<file path="src/rtl/audio_sample_fifo.sv">
// audio_sample_fifo: elastic stereo sample buffer feeding the sigma-delta DAC.
// Samples are {right[15:0], left[15:0]}. Output stays off until the buffer
// primes to START_LEVEL. After that the DAC is always fed: silence (zero)
// is substituted on underrun, and the underruns are counted.
//
// Ports:
//   clk_i, rst_i              clock, synchronous active-low reset
//   enable_i, flush_i         playback enable, discard buffered samples
//   inport_t*                 sample stream in (valid/ready)
//   outport_t*                sample stream out to DAC (valid/ready)
//   level_o, low_water_o      occupancy and low-watermark flag
//   running_o                 playback active
//   underrun_o                one-cycle pulse per silence transfer
//   underrun_count_o          saturating silence-transfer count
module audio_sample_fifo #(
  parameter int unsigned DEPTH         = 64,
  parameter int unsigned ADDR_W        = 6,
  parameter int unsigned START_LEVEL   = 32,
  parameter int unsigned LOW_LEVEL     = 8,
  parameter int unsigned REPRIME_COUNT = 4
) (
  input  logic              clk_i,
  input  logic              rst_i,
  input  logic              enable_i,
  input  logic              flush_i,
  input  logic              inport_tvalid_i,
  input  logic [31:0]       inport_tdata_i,
  output logic              inport_tready_o,
  output logic              outport_tvalid_o,
  output logic [31:0]       outport_tdata_o,
  input  logic              outport_tready_i,
  output logic [ADDR_W:0]   level_o,
  output logic              low_water_o,
  output logic              running_o,
  output logic              underrun_o,
  output logic [15:0]       underrun_count_o
);

  localparam int unsigned PTR_W = ADDR_W + 1;
  localparam int unsigned SIL_W = $clog2(REPRIME_COUNT + 1);
  localparam int unsigned CNT_W = 16;

  typedef enum logic [1:0] {
    ST_IDLE  = 2'd0,
    ST_PRIME = 2'd1,
    ST_RUN   = 2'd2
  } state_e;

  state_e             state_q, state_d;
  logic [PTR_W-1:0]   wr_ptr_q, wr_ptr_d;
  logic [PTR_W-1:0]   rd_ptr_q, rd_ptr_d;
  logic [PTR_W-1:0]   level_q, level_d;
  logic [SIL_W-1:0]   sil_q, sil_d;
  logic [CNT_W-1:0]   ucnt_q, ucnt_d;
  logic               underrun_q, underrun_d;

  logic [31:0]        mem_q [DEPTH];

  logic full_c, empty_c, in_run_c, tready_c;
  logic push_c, pop_c, silence_c, reprime_c;

  // Handshake qualification; flush suppresses every transfer in its cycle
  assign full_c    = (level_q == PTR_W'(DEPTH));
  assign empty_c   = (level_q == '0);
  assign in_run_c  = (state_q == ST_RUN);
  assign tready_c  = rst_i && !flush_i && !full_c;
  assign push_c    = inport_tvalid_i && tready_c;
  assign pop_c     = rst_i && !flush_i && in_run_c && !empty_c && outport_tready_i;
  assign silence_c = rst_i && !flush_i && in_run_c && empty_c && outport_tready_i;
  assign reprime_c = silence_c && ((sil_q + SIL_W'(1)) == SIL_W'(REPRIME_COUNT));

  // Sample storage; contents need no reset
  always_ff @(posedge clk_i) begin
    if (push_c) begin
      mem_q[wr_ptr_q[ADDR_W-1:0]] <= inport_tdata_i;
    end
  end

  // Next-state: pointers, level, silence tracking and playback FSM
  always_comb begin
    state_d    = state_q;
    wr_ptr_d   = wr_ptr_q;
    rd_ptr_d   = rd_ptr_q;
    level_d    = level_q;
    sil_d      = sil_q;
    ucnt_d     = ucnt_q;
    underrun_d = 1'b0;

    if (push_c) wr_ptr_d = wr_ptr_q + PTR_W'(1);
    if (pop_c)  rd_ptr_d = rd_ptr_q + PTR_W'(1);

    // A silence transfer never moves the level
    case ({push_c, pop_c})
      2'b10:   level_d = level_q + PTR_W'(1);
      2'b01:   level_d = level_q - PTR_W'(1);
      default: level_d = level_q;
    endcase

    if (pop_c) sil_d = '0;

    if (silence_c) begin
      underrun_d = 1'b1;
      if (ucnt_q != {CNT_W{1'b1}}) ucnt_d = ucnt_q + CNT_W'(1);
      sil_d = reprime_c ? '0 : sil_q + SIL_W'(1);
    end

    case (state_q)
      ST_IDLE: begin
        if (enable_i) state_d = ST_PRIME;
      end
      ST_PRIME: begin
        if (!enable_i)                             state_d = ST_IDLE;
        else if (level_q >= PTR_W'(START_LEVEL))   state_d = ST_RUN;
      end
      ST_RUN: begin
        if (!enable_i)      state_d = ST_IDLE;
        else if (reprime_c) state_d = ST_PRIME;
      end
      default: state_d = ST_IDLE;
    endcase

    // Flush empties the buffer but keeps the underrun statistic
    if (flush_i) begin
      wr_ptr_d = '0;
      rd_ptr_d = '0;
      level_d  = '0;
      sil_d    = '0;
      state_d  = enable_i ? ST_PRIME : ST_IDLE;
    end
  end

  // State registers
  always_ff @(posedge clk_i) begin
    if (!rst_i) begin
      state_q    <= ST_IDLE;
      wr_ptr_q   <= '0;
      rd_ptr_q   <= '0;
      level_q    <= '0;
      sil_q      <= '0;
      ucnt_q     <= '0;
      underrun_q <= 1'b0;
    end else begin
      state_q    <= state_d;
      wr_ptr_q   <= wr_ptr_d;
      rd_ptr_q   <= rd_ptr_d;
      level_q    <= level_d;
      sil_q      <= sil_d;
      ucnt_q     <= ucnt_d;
      underrun_q <= underrun_d;
    end
  end

  // Outputs are forced low while reset is held, before the first edge too
  assign inport_tready_o  = tready_c;
  assign outport_tvalid_o = rst_i && in_run_c;
  assign outport_tdata_o  = (rst_i && in_run_c && !empty_c) ? mem_q[rd_ptr_q[ADDR_W-1:0]] : '0;
  assign level_o          = rst_i ? level_q : '0;
  assign low_water_o      = rst_i && (level_q < PTR_W'(LOW_LEVEL));
  assign running_o        = rst_i && in_run_c;
  assign underrun_o       = rst_i && underrun_q;
  assign underrun_count_o = rst_i ? ucnt_q : '0;

endmodule

</file>
<file path="config.mk">
export PLATFORM = sky130hd
export DESIGN_NAME = audio_sample_fifo
export DESIGN_NICKNAME = d
export VERILOG_FILES = /design/src/rtl/audio_sample_fifo.sv
export SDC_FILE = /design/constraint.sdc
export NUM_CORES = 2
export LEC_CHECK = 0
export BUFFER_PORTS_ARGS = -buffer_cell sky130_fd_sc_hd__clkbuf_2
export CAP_MARGIN = 20
export CORE_MARGIN = 3
export CORE_UTILIZATION = 30
export CTS_CLUSTER_DIAMETER = 150
export DETAILED_ROUTE_END_ITERATION = 10
export SLEW_MARGIN = 20
export SYNTH_ARGS = -nofsm -noshare
export SYNTH_HDL_FRONTEND = slang
export SYNTH_SLANG_ARGS = --single-unit
export TNS_END_PERCENT = 100
</file>
<file path="constraint.sdc">
create_clock -name clk_i -period 6.63 [get_ports clk_i]
set_input_delay 0.3315 -clock clk_i [delete_from_list [all_inputs] [get_ports clk_i]]
set_output_delay 0.3315 -clock clk_i [all_outputs]
set_load 0.05 [all_outputs]
</file>
==> summary.txt <==
Status
  • Outcome: finished, final reports clean

STA
  • Clk_skew: 44.6 ps
  • Min Tclk post-route: 5500 ps
  • Total negative setup slack: 0 ps
  • Worst-Margin Slew: 1240 ps
  • Setup violations, final: 0
  • Fmax: 182 MHz
  • RSZ-0062 raised after global routing: no
  • Worst hold margin: 140 ps
  • Pins Over Slew Limit: 0
  • Relative slew slack: 0.174
  • Final Cycle Share: 0.830
  • Final Hold Vio Count: 0

Flow run
  • Total of max-cap violations: 0

Yosys
  • Yosys cell types: 62
  • Register bit total from synthesis: 2095
  • Post-synth ARST share: 0
  • Main synth FF type: edfxtp_1
  • Mapped Cells: 3664
  • Top cell type by total area after synthesis: edfxtp_1
  • Sequential fraction of the synthesis area: 0.775
  • Number of synthesized flops with an enable pin: 2048
  • Syn avg cell area: 22.0 um^2
  • Most frequent cells after synthesis: edfxtp_1 (2048), mux4_2 (512), mux2i_1 (134)
  • Share of the synthesized area in the top cell type: 0.763
  • YS warnings: 0
  • Syn Std Cell Area: 80600 um^2
  • Largest cells by area after synthesis: edfxtp_1 (76%), mux4_2 (14%), mux2i_1 (1.7%)
  • Most common cell in the netlist: edfxtp_1
  • Synthesized net count: 3710

Floorplanning
  • Initial core utilization: 0.303
  • Die Ht: 524 um
  • Area of the die: 275000 um^2
  • Core ar.: 266000 um^2
  • Die W: 524 um
  • I/O Pins: 98
  • # rows: 189

Placed design
  • Post-Place Cells: 7247
  • Routability congestion estimate: 0.799
  • HPWL after DPL: 129 mm
  • PortBufs: 97

Clock tree
  • Post-CTS Resized: 0
  • Hold_buf cts: 4
  • Cts bufs inserted: 207
  • Setup Fix Bufs, Post-CTS: 0
  • Root Buffer: clkbuf_16
  • CTS clk-pin slew, worst paths: 60 ps
  • Clock tree buffer depth: 3
  • CTS tree: yes
  • Skew-Pair Late Insertion Delay: 860 ps
  • # H-tree levels: 4
  • Sinks on Clock Net: 2095

Final layout
  • Nets: 3975
  • Post-Route Utilization: 0.352
  • # fillers: 24400
  • Layout area overhead: 16.3%
  • Layout cells sized above 1: 0.288
  • Layout Cells excl Fill: 7639

Global routing
  • Vias in the first global route: 39800
  • Grt ovf: 0
  • First-pass GRT wire length: 310 mm
  • Total GRT Usage: 0.157
  • Initial antenna violation count: 14
  • Maximum number of pins on one net before global-route repair: 93

Worst hold path
  • Hold endpoint: wr_ptr_q[5]$_SDFFE_PP0P_
  • Worst min path class: in -> reg
  • Worst hold path depth: 4
  • Min-delay src: flush_i

Route
  • Routed vias/inst: 5.19
  • 1st-iter DRT viols: 5278
  • Routed wire length per instance: 28.7 um
  • Via count: 39700
  • Antenna Nets Post-Route: 0
  • DR pass1 iterations: 6
  • DR DRC count: 0
  • Final WL: 219 mm

Critical path
  • Setup CP Type: reg -> out
  • Critical-path maximum fanout: 42
  • Flop-to-flop setup slack: 1880 ps
  • Worst flop-to-flop path endpoint: mem_q[19][1]$_DFFE_PP_
  • Worst R2R Path Depth: 7
  • Critical path launch point type: register
  • Crit path required time: 6300 ps
  • CP endpoint kind: output pin
  • FF-to-FF Start: level_q[3]$_SDFFE_PP0P_
  • Critical Path AT: 5170 ps

Power
  • Pwr Density: 289 nW/um^2
  • Lkg Pwr: 27.9 nW
  • Tot Pwr: 27.1 mW
  • Worst VDD drop: 0.210 mV
[cells by family (layout without fill, tap and decap cells)]
| kind of cell | after synthesis | after routing | share of synthesized area |
|---|---|---|---|
| other | 0 | 2 | 0 |
| buffers and inverters | 215 | 655 | 0.0120 |
| and+or+nand+nor | 379 | 379 | 0.0231 |
| adders and majority gates | 8 | 8 | 0.00124 |
| AOI/OAI and AO/OA | 276 | 276 | 0.0240 |
| muxes | 664 | 664 | 0.162 |
| DFF | 2095 | 2095 | 0.775 |
| xor gates and xnor gates | 27 | 27 | 0.00293 |
[cell usage in the layout, fill, tap and decap left out, drive strengths merged, types with 14 or more instances in the layout]
master / instances
a21oi: 51
nor2b: 34
edfxtp: 2048
a221oi: 20
a31oi: 15
clkbuf: 338
nand4: 18
mux2i: 134
nor3: 19
nand2: 72
mux4: 512
dfxtp: 47
clkinv: 90
mux2: 18
buf: 160
o21ai: 29
a22oi: 72
nand3: 33
xor2: 16
and2: 39
a211oi: 20
bufinv: 35
o22ai: 14
nor2: 122
inv: 20
[power by group]
part           total (mW)  leakage, nW  switching, mW  internal (mW)
Clock                12.2         3.45           5.05           7.16
Combinational       0.300         5.64          0.264         0.0365
Sequential           14.5         18.8        0.00244           14.5
Total                27.1         27.9           5.32           21.7
[registers in the layout, summed over array words and instances, names as in the netlist, named ones only]
signal and count:
ucnt_q 16, rd_ptr_q 6, mem_q 2048, level_q 7, state_q 2, wr_ptr_q 6, sil_q 3, underrun_q 1
[stage by stage]
step           instance area (um^2)  setup WS, ps
6_report                      93800          1130
2_1_floorplan                 80600          2100
3_5_place_dp                  86600          1350
4_1_cts                       93700          1200
3_3_place_gp                  86500          1380
5_1_grt                       93800           961
[critical path, cell delays in order (launching register included)]
cell	delay [ps]
dfxtp_4	930
buf_12	390
nor2b_1	1020
a221oi_1	250
o21ai_0	180
nand2_1	80
a211oi_1	760
a2111oi_2	290
clkbuf_2	340
[how the worst max path moves through the flow]
stage                   from                endpoint  slack [ps]  cells past startpoint
floorplan           register     outport_tdata_o[14]        2100                     10
global placement       rst_i  mem_q[19][3]$_DFFE_PP_        1380                      9
detailed placement     rst_i  mem_q[19][3]$_DFFE_PP_        1350                      9
CTS                 register     outport_tdata_o[14]        1200                      8
global route        register     outport_tdata_o[14]         960                      8
finish              register     outport_tdata_o[14]        1130                      8
[routing by layer]
metal | global-route usage | part of all wire
met4 | 0.0432 | 0.026
met2 | 0.246 | 0.47
met1 | 0.223 | 0.42
met3 | 0.0332 | 0.089
met5 | 0 | 0
[layout make-up]
class	instances	area, um^2	share of cell area
inverter	11	43.8	0.000467
clock buffer	242	5350	0.0571
tap	3533	4420	0.0471
timing repair buffer	260	1980	0.0212
clock inverter	142	1750	0.0187
sequential	2095	62500	0.666
antenna	2	5.00	0.0000534
multi-input combinational	1354	17700	0.189
Note: power is estimated with default switching activity, not from simulation.
